## src/rtl/bin2bcd_seq.sv

```systemverilog
// Sequential shift-add-3 binary-to-BCD converter with start/busy/done handshake.
// Optional leading-zero blank flags are built only when BCD_LZB_EN is defined.
module bin2bcd_seq #(
  parameter int BIN_W  = 14,
  parameter int DIGITS = 4
) (
  input  logic                  clk,
  input  logic                  rst,
  input  logic                  start,
  input  logic [BIN_W-1:0]      bin,
  output logic                  busy,
  output logic                  done,
  output logic [4*DIGITS-1:0]   bcd,
  output logic                  ovf,
  output logic [DIGITS-1:0]     blank
);

  localparam int ACC_W = 4 * (DIGITS + 1);
  localparam int CNT_W = $clog2(BIN_W + 1);

  typedef enum logic [1:0] {S_IDLE, S_CONV, S_DONE} state_t;

  state_t              state_q, state_d;
  logic [BIN_W-1:0]    sr_q, sr_d;
  logic [ACC_W-1:0]    acc_q, acc_d, acc_adj;
  logic [ACC_W:0]      acc_shift;
  logic [CNT_W-1:0]    cnt_q, cnt_d;
  logic [4*DIGITS-1:0] bcd_q, bcd_d;
  logic                ovf_q, ovf_d;
  logic                accept, last_bit, ovf_next;

  assign accept   = start && (state_q != S_CONV);
  assign last_bit = (state_q == S_CONV) && (cnt_q == CNT_W'(1));

  genvar gi;
  generate
    for (gi = 0; gi < DIGITS + 1; gi++) begin : g_adj
      assign acc_adj[4*gi +: 4] = (acc_q[4*gi +: 4] >= 4'd5) ? acc_q[4*gi +: 4] + 4'd3
                                                              : acc_q[4*gi +: 4];
    end
  endgenerate

  // Extra leading bit can never be set for legal BIN_W, but folding it into ovf keeps it observable.
  assign acc_shift = {acc_adj, sr_q[BIN_W-1]};
  assign ovf_next  = |acc_shift[ACC_W -: 5];

  always_ff @(posedge clk or posedge rst) begin
    if (rst) begin
      state_q <= S_IDLE;
      sr_q    <= '0;
      acc_q   <= '0;
      cnt_q   <= '0;
      bcd_q   <= '0;
      ovf_q   <= 1'b0;
    end else begin
      state_q <= state_d;
      sr_q    <= sr_d;
      acc_q   <= acc_d;
      cnt_q   <= cnt_d;
      bcd_q   <= bcd_d;
      ovf_q   <= ovf_d;
    end
  end

  always_comb begin
    state_d = state_q;
    case (state_q)
      S_IDLE:  if (start) state_d = S_CONV;
      S_CONV:  if (cnt_q == CNT_W'(1)) state_d = S_DONE;
      S_DONE:  state_d = start ? S_CONV : S_IDLE;
      default: state_d = S_IDLE;
    endcase
  end

  // Results are committed on the final shift so they are already valid during the done cycle.
  always_comb begin
    sr_d  = sr_q;
    acc_d = acc_q;
    cnt_d = cnt_q;
    bcd_d = bcd_q;
    ovf_d = ovf_q;
    if (accept) begin
      sr_d  = bin;
      acc_d = '0;
      cnt_d = CNT_W'(BIN_W);
    end else if (state_q == S_CONV) begin
      sr_d  = sr_q << 1;
      acc_d = acc_shift[ACC_W-1:0];
      cnt_d = cnt_q - CNT_W'(1);
      if (last_bit) begin
        ovf_d = ovf_next;
        bcd_d = ovf_next ? {(4*DIGITS){1'b1}} : acc_shift[4*DIGITS-1:0];
      end
    end
  end

  always_comb begin
    busy = (state_q == S_CONV);
    done = (state_q == S_DONE);
    bcd  = bcd_q;
    ovf  = ovf_q;
  end

`ifdef BCD_LZB_EN
  logic [DIGITS-1:0] blank_q, blank_d, hi_zero;
  logic              zero_run;

  always_comb begin
    hi_zero  = '0;
    zero_run = 1'b1;
    for (int i = DIGITS - 1; i >= 0; i--) begin
      zero_run   = zero_run && (acc_shift[4*i +: 4] == 4'd0);
      hi_zero[i] = zero_run;
    end
    blank_d = blank_q;
    if (last_bit) blank_d = ovf_next ? '0 : {hi_zero[DIGITS-1:1], 1'b0};
  end

  always_ff @(posedge clk or posedge rst) begin
    if (rst) blank_q <= '0;
    else     blank_q <= blank_d;
  end

  assign blank = blank_q;
`else
  assign blank = '0;
`endif

endmodule

```

## config.mk

```make
export PLATFORM = sky130hd
export DESIGN_NAME = bin2bcd_seq
export DESIGN_NICKNAME = d
export VERILOG_FILES = /design/src/rtl/bin2bcd_seq.sv
export SDC_FILE = /design/constraint.sdc
export NUM_CORES = 1
export LEC_CHECK = 0
export CAP_MARGIN = 20
export CORE_UTILIZATION = 30
export CTS_BUF_LIST = sky130_fd_sc_hd__clkbuf_8 sky130_fd_sc_hd__clkbuf_16
export DETAILED_ROUTE_END_ITERATION = 8
export GPL_ROUTABILITY_DRIVEN = 0
export PLACE_DENSITY = 0.48
export SETUP_SLACK_MARGIN = 0.2
export SLEW_MARGIN = 20
export SYNTH_ARGS = -nofsm -noshare
export SYNTH_HDL_FRONTEND = slang
export SYNTH_SLANG_ARGS = --single-unit
```

## constraint.sdc

```tcl
create_clock -name clk -period 2.6 [get_ports clk]
set_input_delay 0.52 -clock clk [delete_from_list [all_inputs] [get_ports clk]]
set_output_delay 0.52 -clock clk [all_outputs]
set_load 0.02 [all_outputs]
```

==> flow_metrics.env <==
export IMPL_outcome="finished clean"
export IMPL_r2r_setup_slack_ns=0.58
export IMPL_drive_gt1_share_pct=8.79
export IMPL_rr_startpoint="acc_q[13]$_DFFE_PP0P_"
export IMPL_wl_per_cell_um=13.6
export IMPL_core_area_um2=9240
export IMPL_die_w_um=99.7
export IMPL_setup_viol=0
export IMPL_drt_total_wl_um=6260
export IMPL_tightest_slew_ns=0.589
export IMPL_drtIter0Drc=104
export IMPL_cp_required_ns=2.08
export IMPL_fmaxAchievable_ghz=0.477
export IMPL_power_leakage_nw=1.51
export IMPL_final_common_cell="dfrtp_1"
export IMPL_num_vias=2199
export IMPL_overflow=0
export IMPL_vias_per_cell=4.79
export IMPL_fin_skew_ns=0.00877
export IMPL_rsz0062_at_grt="false"
export IMPL_synthCells=288
export IMPL_cp_startpoint="state_q[1]$_DFFE_PP0P_"
export IMPL_grt_max_degree=42
export IMPL_slew_headroom_pct=60.5
export IMPL_grt_pass1_wl_um=11000
export IMPL_cts_buffer_depth=2
export IMPL_final_cell_mix="57 x dfrtp_1, 38 x o21ai_0, 35 x clkdlybuf4s50_1, 20 x nand2_1, 19 x nor2_1"
export IMPL_path_clk_slew_ns=0.07
export IMPL_whs_endpoint="sr_q[7]$_DFFE_PP0P_"
export IMPL_end_kind="output port"
export IMPL_worstRegToRegCells=7
export IMPL_cts_setup_buffers=0
export IMPL_ys_warn_count=0
export IMPL_cts_hold_buf=0
export IMPL_final_hold_violation_count=0
export IMPL_hp_start="sr_q[6]$_DFFE_PP0P_"
export IMPL_cts_resized=0
export IMPL_hold_path_depth=2
export IMPL_crit_arrival_ns=1.58
export IMPL_hold_class="flip-flop to flip-flop"
export IMPL_synth_cell_types=33
export IMPL_die_area_um2=9930
export IMPL_setup_slack_ns=0.503
export IMPL_fin_tns_setup_ns=0
export IMPL_yosysSeqAreaShare_pct=49.8
export IMPL_avgSynthCellArea_um2=9.94
export IMPL_antenna_found_initial=0
export IMPL_dp_slack_ns=0.568
export IMPL_wl_met3_um=128
export IMPL_top_layer="met4"
export IMPL_fin_crit_ns=2.10
export IMPL_drv_slew=0
export IMPL_start_util_pct=31.0
export IMPL_path_class="flip-flop to output port"
export IMPL_area_growth_pct=25.4
export IMPL_worstSetupStartpointType="flip-flop"
export IMPL_cts_tree="yes"
export IMPL_wl_met1_um=3040
export IMPL_synth_ff_latch_count=57
export IMPL_cts_buffers=9
export IMPL_ir_drop_mv=0.453
export IMPL_ios=40
export IMPL_clock_root_buffer="clkbuf_8"
export IMPL_clock_latency_ns=0.33
export IMPL_post_route_period_util_pct=80.6
export IMPL_rr_endpoint="bcd[4]$_DFFE_PP0P_"
export IMPL_cp_max_fo=3
export IMPL_htreeDepth=3
export IMPL_syn_area_um2=2860
export IMPL_first_global_vias=2293
export IMPL_nets=355
export IMPL_cap_violations=0
export IMPL_grt_usage_pct=14.4
export IMPL_rows=35
export IMPL_powerDensity_nw_per_um2=1210
export IMPL_fillerInstances=954
export IMPL_place_hpwl_um=4210
export IMPL_route_met2_wl_um=2990
export IMPL_ant_nets=0
export IMPL_die_height_um=99.7
export IMPL_drc=0
export IMPL_diodes=0
export IMPL_io_buffers=35
export IMPL_drtPass1Iterations=4
export IMPL_cts_sinks=57
-- synthesized netlist by cell type (all sizes together) --
cell type | number | area (µm²)
dfrtp | 57 | 1430
a2111oi | 1 | 27.5
nor2b | 1 | 6.26
inv | 16 | 60.1
nand3 | 14 | 70.1
or2b | 1 | 7.51
a21bo | 1 | 10.0
o22ai | 2 | 12.5
nand2 | 20 | 75.1
a21oi | 13 | 65.1
mux2i | 14 | 140
o31ai | 7 | 52.6
clkbuf | 8 | 30.0
a32o | 5 | 50.1
o2111ai | 1 | 8.76
conb | 1 | 3.75
nor3b | 9 | 67.6
ha | 12 | 150
o21ai | 38 | 190
nand2b | 5 | 31.3
buf | 11 | 66.3
clkinv | 1 | 3.75
mux2 | 5 | 56.3
a31oi | 16 | 100
nor3 | 2 | 10.0
o211a | 1 | 10.0
nor2 | 19 | 71.3
and2 | 1 | 6.26
xnor2 | 5 | 43.8
or3b | 1 | 8.76
-- how the worst max path moves through the flow --
stage | to | slack, ns | depth (start not counted)
4_1_cts | busy | 0.46 | 3
3_3_place_gp | bcd[10]$_DFFE_PP0P_ | 0.64 | 7
5_1_grt | bcd[2]$_DFFE_PP0P_ | 0.40 | 7
2_1_floorplan | bcd[1]$_DFFE_PP0P_ | 0.65 | 7
3_5_place_dp | bcd[4]$_DFFE_PP0P_ | 0.57 | 7
6_report | busy | 0.50 | 3
-- per-stage QoR --
stage / area, µm² / hold slack, ns / cells / total power [mW] / util (%)
after floorplan: 2870 / 0.449 / 291 / 2.83 / -
after global placement: 3360 / 0.469 / 444 / 3.40 / 36.4
after detailed placement: 3360 / 0.477 / 444 / 3.44 / 36.4
after CTS: 3590 / 0.497 / 459 / 4.41 / 38.8
after global routing: 3590 / 0.507 / 459 / 4.73 / 38.8
final: 3590 / 0.491 / 459 / 4.35 / 38.8
-- cells by family after synthesis --
family / Yosys count / synth area share (%)
buf+inv: 36 / 5.60
xor+xnor: 5 / 1.53
mux: 19 / 6.86
compound gates: 85 / 18.4
other cells: 1 / 0.131
simple gates: 73 / 12.4
flops: 57 / 49.8
fa+ha+maj: 12 / 5.25
-- cell type report --
cell class | count | area [µm²] | share of cell area (%)
Sequential cell | 57 | 1430 | 39.7
Multi-Input combinational cell | 198 | 1290 | 35.8
Timing Repair Buffer | 43 | 423 | 11.8
Clock buffer | 12 | 165 | 4.60
Tap cell | 129 | 161 | 4.50
Clock inverter | 3 | 63.8 | 1.78
Inverter | 17 | 63.8 | 1.78
-- where the power goes --
part,switching [mW],internal [mW],total (mW)
registers,0.282,1.25,1.53
clock network,0.339,0.610,0.949
logic,1.06,0.810,1.87
total,1.68,2.67,4.35
-- flip-flops by register name, summed over array words and instances, names as in the netlist --
signal / cells
state_q: 2
ovf: 1
sr_q: 14
cnt_q: 4
acc_q: 20
bcd: 16
-- metal layers --
metal	GRT usage, %	up-vias
met1	18.1	1081
li1	-	1085
met4	6.90	0
met2	23.4	26
met5	0	-
met3	3.30	7
-- worst max-delay path: stages, from the launching register on --
cell and delay, ns:
dfrtp_1 0.37, nand2b_1 0.15, inv_1 0.10, clkdlybuf4s50_1 0.63
No activity file was read; power rests on OpenSTA's default activity.
